$ cat src/rtl/dmem_arbiter.sv
`default_nettype none
// ============================================================================
// Module   : dmem_arbiter
// Brief    : Two-port bounded round-robin arbiter in front of d_mem, with
//            tagged routing of read data back to the owning requester.
// Revision : 1.0 - initial release
// ============================================================================
module dmem_arbiter #(
  parameter int ADDR_W       = 32,
  parameter int DATA_W       = 32,
  parameter int READ_LATENCY = 1,
  parameter int MAX_BURST    = 4
) (
  input  logic              clk,
  input  logic              rst,
  // port A (core)
  input  logic              a_req,
  input  logic [ADDR_W-1:0] a_addr,
  input  logic [DATA_W-1:0] a_wdata,
  input  logic [1:0]        a_mask,
  input  logic              a_we,
  input  logic              a_re,
  output logic              a_gnt,
  output logic              a_rvalid,
  output logic [DATA_W-1:0] a_rdata,
  // port B (loader / debug / DMA)
  input  logic              b_req,
  input  logic [ADDR_W-1:0] b_addr,
  input  logic [DATA_W-1:0] b_wdata,
  input  logic [1:0]        b_mask,
  input  logic              b_we,
  input  logic              b_re,
  output logic              b_gnt,
  output logic              b_rvalid,
  output logic [DATA_W-1:0] b_rdata,
  // d_mem side
  output logic [ADDR_W-1:0] mem_addr,
  output logic [DATA_W-1:0] mem_write_data,
  output logic [1:0]        mem_data_mask,
  output logic              mem_write_en,
  output logic              mem_read_en,
  input  logic [DATA_W-1:0] mem_read_data
);

  localparam int               c_cnt_w     = $clog2(MAX_BURST + 1);
  localparam logic [c_cnt_w-1:0] c_max_burst = c_cnt_w'(MAX_BURST);
  localparam logic [c_cnt_w-1:0] c_cnt_one   = c_cnt_w'(1);
  localparam logic             c_port_a    = 1'b0;
  localparam logic             c_port_b    = 1'b1;

  logic               r_last_owner;
  logic [c_cnt_w-1:0] r_run_cnt;
  logic               r_tag_valid [READ_LATENCY];
  logic               r_tag_owner [READ_LATENCY];

  logic w_contend;
  logic w_under_cap;
  logic w_pick_b;
  logic w_any_gnt;
  logic w_a_gnt;
  logic w_b_gnt;
  logic w_sel_we;
  logic w_sel_re;
  logic w_tag_out;

  // ---------------------------------------------------------------- grant
  assign w_contend   = a_req & b_req;
  assign w_under_cap = (r_run_cnt < c_max_burst);
  // Under contention the incumbent keeps the port until its burst is spent.
  assign w_pick_b    = w_contend ? (w_under_cap ? r_last_owner : ~r_last_owner) : b_req;
  assign w_any_gnt   = (a_req | b_req) & ~rst;
  assign w_a_gnt     = w_any_gnt & ~w_pick_b;
  assign w_b_gnt     = w_any_gnt &  w_pick_b;

  assign a_gnt = w_a_gnt;
  assign b_gnt = w_b_gnt;

  // ------------------------------------------------------------ memory mux
  assign w_sel_we       = w_b_gnt ? b_we    : a_we;
  assign w_sel_re       = w_b_gnt ? b_re    : a_re;
  assign mem_addr       = w_b_gnt ? b_addr  : a_addr;
  assign mem_write_data = w_b_gnt ? b_wdata : a_wdata;
  assign mem_data_mask  = w_b_gnt ? b_mask  : a_mask;
  assign mem_write_en   = w_any_gnt & w_sel_we;
  assign mem_read_en    = w_any_gnt & w_sel_re & ~w_sel_we;

  // --------------------------------------------------------- burst tracking
  always_ff @(posedge clk) begin
    if (rst) begin
      r_last_owner <= c_port_a;
      r_run_cnt    <= '0;
    end else if (w_any_gnt) begin
      if (w_pick_b == r_last_owner) begin
        if (w_under_cap) begin
          r_run_cnt <= r_run_cnt + c_cnt_one;
        end
      end else begin
        r_last_owner <= w_pick_b;
        r_run_cnt    <= c_cnt_one;
      end
    end else begin
      r_run_cnt <= '0;
    end
  end

  // --------------------------------------------------- read-return tagging
  always_ff @(posedge clk) begin
    if (rst) begin
      for (int i = 0; i < READ_LATENCY; i++) begin
        r_tag_valid[i] <= 1'b0;
        r_tag_owner[i] <= c_port_a;
      end
    end else begin
      r_tag_valid[0] <= mem_read_en;
      r_tag_owner[0] <= w_b_gnt;
      for (int i = 1; i < READ_LATENCY; i++) begin
        r_tag_valid[i] <= r_tag_valid[i-1];
        r_tag_owner[i] <= r_tag_owner[i-1];
      end
    end
  end

  // Gated by rst so a tag emerging in the reset cycle itself is suppressed.
  assign w_tag_out = r_tag_valid[READ_LATENCY-1] & ~rst;
  assign a_rvalid  = w_tag_out & (r_tag_owner[READ_LATENCY-1] == c_port_a);
  assign b_rvalid  = w_tag_out & (r_tag_owner[READ_LATENCY-1] == c_port_b);
  assign a_rdata   = a_rvalid ? mem_read_data : '0;
  assign b_rdata   = b_rvalid ? mem_read_data : '0;

endmodule
`default_nettype wire

$ cat config.mk
export PLATFORM = sky130hd
export DESIGN_NAME = dmem_arbiter
export DESIGN_NICKNAME = d
export VERILOG_FILES = /design/src/rtl/dmem_arbiter.sv
export SDC_FILE = /design/constraint.sdc
export NUM_CORES = 1
export LEC_CHECK = 0
export ABC_AREA = 1
export CORE_AREA = 2 2 119 121
export DETAILED_ROUTE_END_ITERATION = 8
export DIE_AREA = 0 0 121 123
export PLACE_DENSITY_LB_ADDON = 0.08
export SLEW_MARGIN = 20
export SYNTH_ARGS = -nofsm -noshare
export SYNTH_HDL_FRONTEND = slang
export SYNTH_SLANG_ARGS = --single-unit
$ cat constraint.sdc
create_clock -name clk -period 2.7 [get_ports clk]
set_clock_uncertainty 0.15 [all_clocks]
set_input_delay 0.54 -clock clk [delete_from_list [all_inputs] [get_ports clk]]
set_output_delay 0.54 -clock clk [all_outputs]
set_load 0.02 [all_outputs]
==> results.yml <==
run_status:
  status: "finished clean"
global_routing:
  grt_max_degree: 33
  grt.total_usage_pct: 13.99
  grt_pass1_wl_um: 16160
  grt_overflow: 0
  grt_pass1_vias: 3056
  antenna_found_initial: 1
cells_and_area:
  drive_above_1_share_pct: 15.56
  final_util_pct: 35.61
  multi_input_comb_area_um2: 1175
  seq_area_um2: 120.1
  fillers: 1546
  fin_nets: 869
  fin_cells: 875
  syn2layout_area_growth_pct: 199.6
routing:
  antenna_left: 0
  viasPerCell: 3.733
  detail_route.wl_per_cell_um: 13.68
  drc: 0
  routed_wl_um: 11970
  drtIter0Drc: 68
  vias: 3266
  first_pass_iters: 4
setup_path:
  start_kind: "input port"
  path_cells: "dlygate4sd2_1, nor3_1, buf_4, buf_4, clkdlybuf4s50_1"
  critical_path.most_common_cell: "buf_4"
  crit_path_top_delay_cell: "clkdlybuf4s50_1"
  worstPathRequired_ns: 2.01
  crit_buf_inv: 4
  crit_arrival_ns: 1.92
  critPathKind: "in -> out"
  cp-end-kind: "primary output"
  cp_max_fo: 4
  cp_top_family: "buffers and inverters"
  critPathMaxStageDelay_ns: 0.61
power_and_ir_drop:
  p_leak_uw: 0.002863
  ir_drop_mv: 0.1003
  power_density_nw_per_um2: 223.8
logic_synthesis:
  avgSynthCellArea_um2: 4.303
  ys_seq_area_share_pct: 7.425
  syn_area_um2: 1618
  ys_ff_latch: 6
  synthCells: 376
  yosys_warnings: 0
  netlist-cell-type-count: 18
  synth_fp_nets: 549
job:
  cap_violations: 0
cts:
  cts_tree: "done"
  cts-root-buf: "clkbuf_16"
  cts_buffers: 3
  clk_latency_ns: 0.23
  htree_levels: 1
  clockBufferDepth: 2
  path_clk_slew_ns: 0.03
  clock_sinks: 6
floorplan:
  die_x_um: 121
  core_area_um2: 13610
  io_pins: 308
  die_area_um2: 14880
  start_util_pct: 11.89
  rows: 43
  die_y_um: 123
sta:
  timing.fmax_mhz: 383.2
  setup_viol: 0
  worst_pin_slew_ns: 0.2707
  finalHoldViolCount: 0
  slew_viol_final: 0
  post-route-period-util_pct: 96.66
  relSlewSlack_pct: 82.02
  fin_ws_ns: 0.09013
  rsz0062_at_grt: "no"
  fin_crit_ns: 2.610
placement:
  io_buffers: 307
  dp.cells: 864
  routabilityCongestion: 0.7845
  place_ws_ns: -0.4476
  hpwl_um: 9837
hold_path:
  holdCritPathClass: "reg -> reg"
cell usage in the layout (no fill, tap or decap):
cell	netlist	layout
buf_4	1	25
clkdlybuf4s15_2	0	3
inv_8	0	1
nand3_2	1	1
a21oi_1	1	1
clkdlybuf4s50_1	0	171
buf_8	0	2
diode_2	0	1
dlygate4sd2_1	0	65
nand3_1	4	4
nand4_1	3	3
inv_1	48	47
mux2i_1	1	1
nand2_1	213	213
clkbuf_16	0	4
clkbuf_2	0	33
buf_2	9	26
buf_6	5	3
inv_2	2	2
ha_1	1	1
dlymetal6s2s_1	0	1
nand3_4	1	1
buf_16	0	2
xor2_1	1	1
dfxtp_1	6	6
nor3_1	2	2
nor2_1	70	70
buf_12	0	5
worst paths after layout:
kind,slack (ns),startpoint,depth (start not counted),end
setup reg to reg,1.14,r_last_owner,10,r_tag_valid[0]
hold / removal,0.38,r_run_cnt[1],2,r_run_cnt[1]
setup / recovery,0.09,rst,5,a_rvalid
hold reg to reg,0.38,r_run_cnt[1],2,r_run_cnt[1]
through the flow:
step	instance area [um2]	TNS, ns	total power [uW]	hold WS, ns
floorplan	1618	0	394.5	0.3330
global placement	4994	-44.70	899.4	0.3506
detailed placement	4994	-44.95	898.8	0.3748
CTS	4966	-0.02839	1106	0.3828
global route	4847	0	1149	0.4230
finish	4847	0	1085	0.3772
cell families (layout without fill, tap and decap cells):
kind of cell | count (synthesis) | after routing | share of synthesized area, %
AO/OA/AOI/OAI | 1 | 1 | 0.3091
flip-flops | 6 | 6 | 7.425
adder cells (fa/ha/maj) | 1 | 1 | 0.7733
other | 0 | 1 | 0
buffers and inverters | 72 | 390 | 19.95
XOR/XNOR | 1 | 1 | 0.5415
multiplexers | 1 | 1 | 0.6187
AND/OR/NAND/NOR | 294 | 294 | 70.38
timing repair:
action	in CTS	in global routing
setup buffers	2	2
gates cloned	2	1
hold buffers	0	0
pin swaps	0	1
endpoints found under the setup margin	134	47
gates resized for setup	259	52
area by class of cell:
cell class	instances	area share [%]
timing repair buffer	337	63.01
multi-input combinational	298	24.24
tap	180	4.646
sequential	6	2.478
clock buffer	3	1.549
inverter	50	4.027
antenna	1	0.05163
layer usage:
| layer | share of wire, % | track usage [%] |
|---|---|---|
| met2 | 54 | 28.41 |
| met1 | 33 | 13.43 |
| met3 | 11 | 4.613 |
| met4 | 1.2 | 3.343 |
| met5 | 0 | 0 |
cells in the mapped netlist:
master	number	share of area, %
nand2_1	213	49
nor2_1	70	16
inv_1	48	11
buf_2	9	2.8
clkbuf_1	7	1.6
dfxtp_1	6	7.4
buf_6	5	3.5
nand3_1	4	1.2
nand4_1	3	1.2
inv_2	2	0.46
nor3_1	2	0.62
a21oi_1	1	0.31
buf_4	1	0.46
ha_1	1	0.77
mux2i_1	1	0.62
nand3_2	1	0.62
nand3_4	1	1.1
xor2_1	1	0.54
power breakdown:
| group | internal, uW | switching (uW) | leakage, uW |
|---|---|---|---|
| clock network | 191 | 56.1 | 0.0000370 |
| logic | 391 | 349 | 0.00278 |
| registers | 94.8 | 3.57 | 0.0000494 |
| total | 676 | 409 | 0.00286 |
registers in the layout (all words and copies together) (netlist names):
register,cells
r_last_owner,1
r_tag_owner,1
r_run_cnt,3
r_tag_valid,1
worst reg2reg max path, cell delays in order, from the launching register on:
cell and delay (ns):
dfxtp_1 0.32, inv_1 0.12, nand2_1 0.08, nand3_2 0.11, nand3_4 0.15, buf_12 0.20, nand2_1 0.06, nand2_1 0.06
nand2_1 0.09, buf_4 0.10, inv_1 0.03
Note: power is estimated with default switching activity, not from simulation.
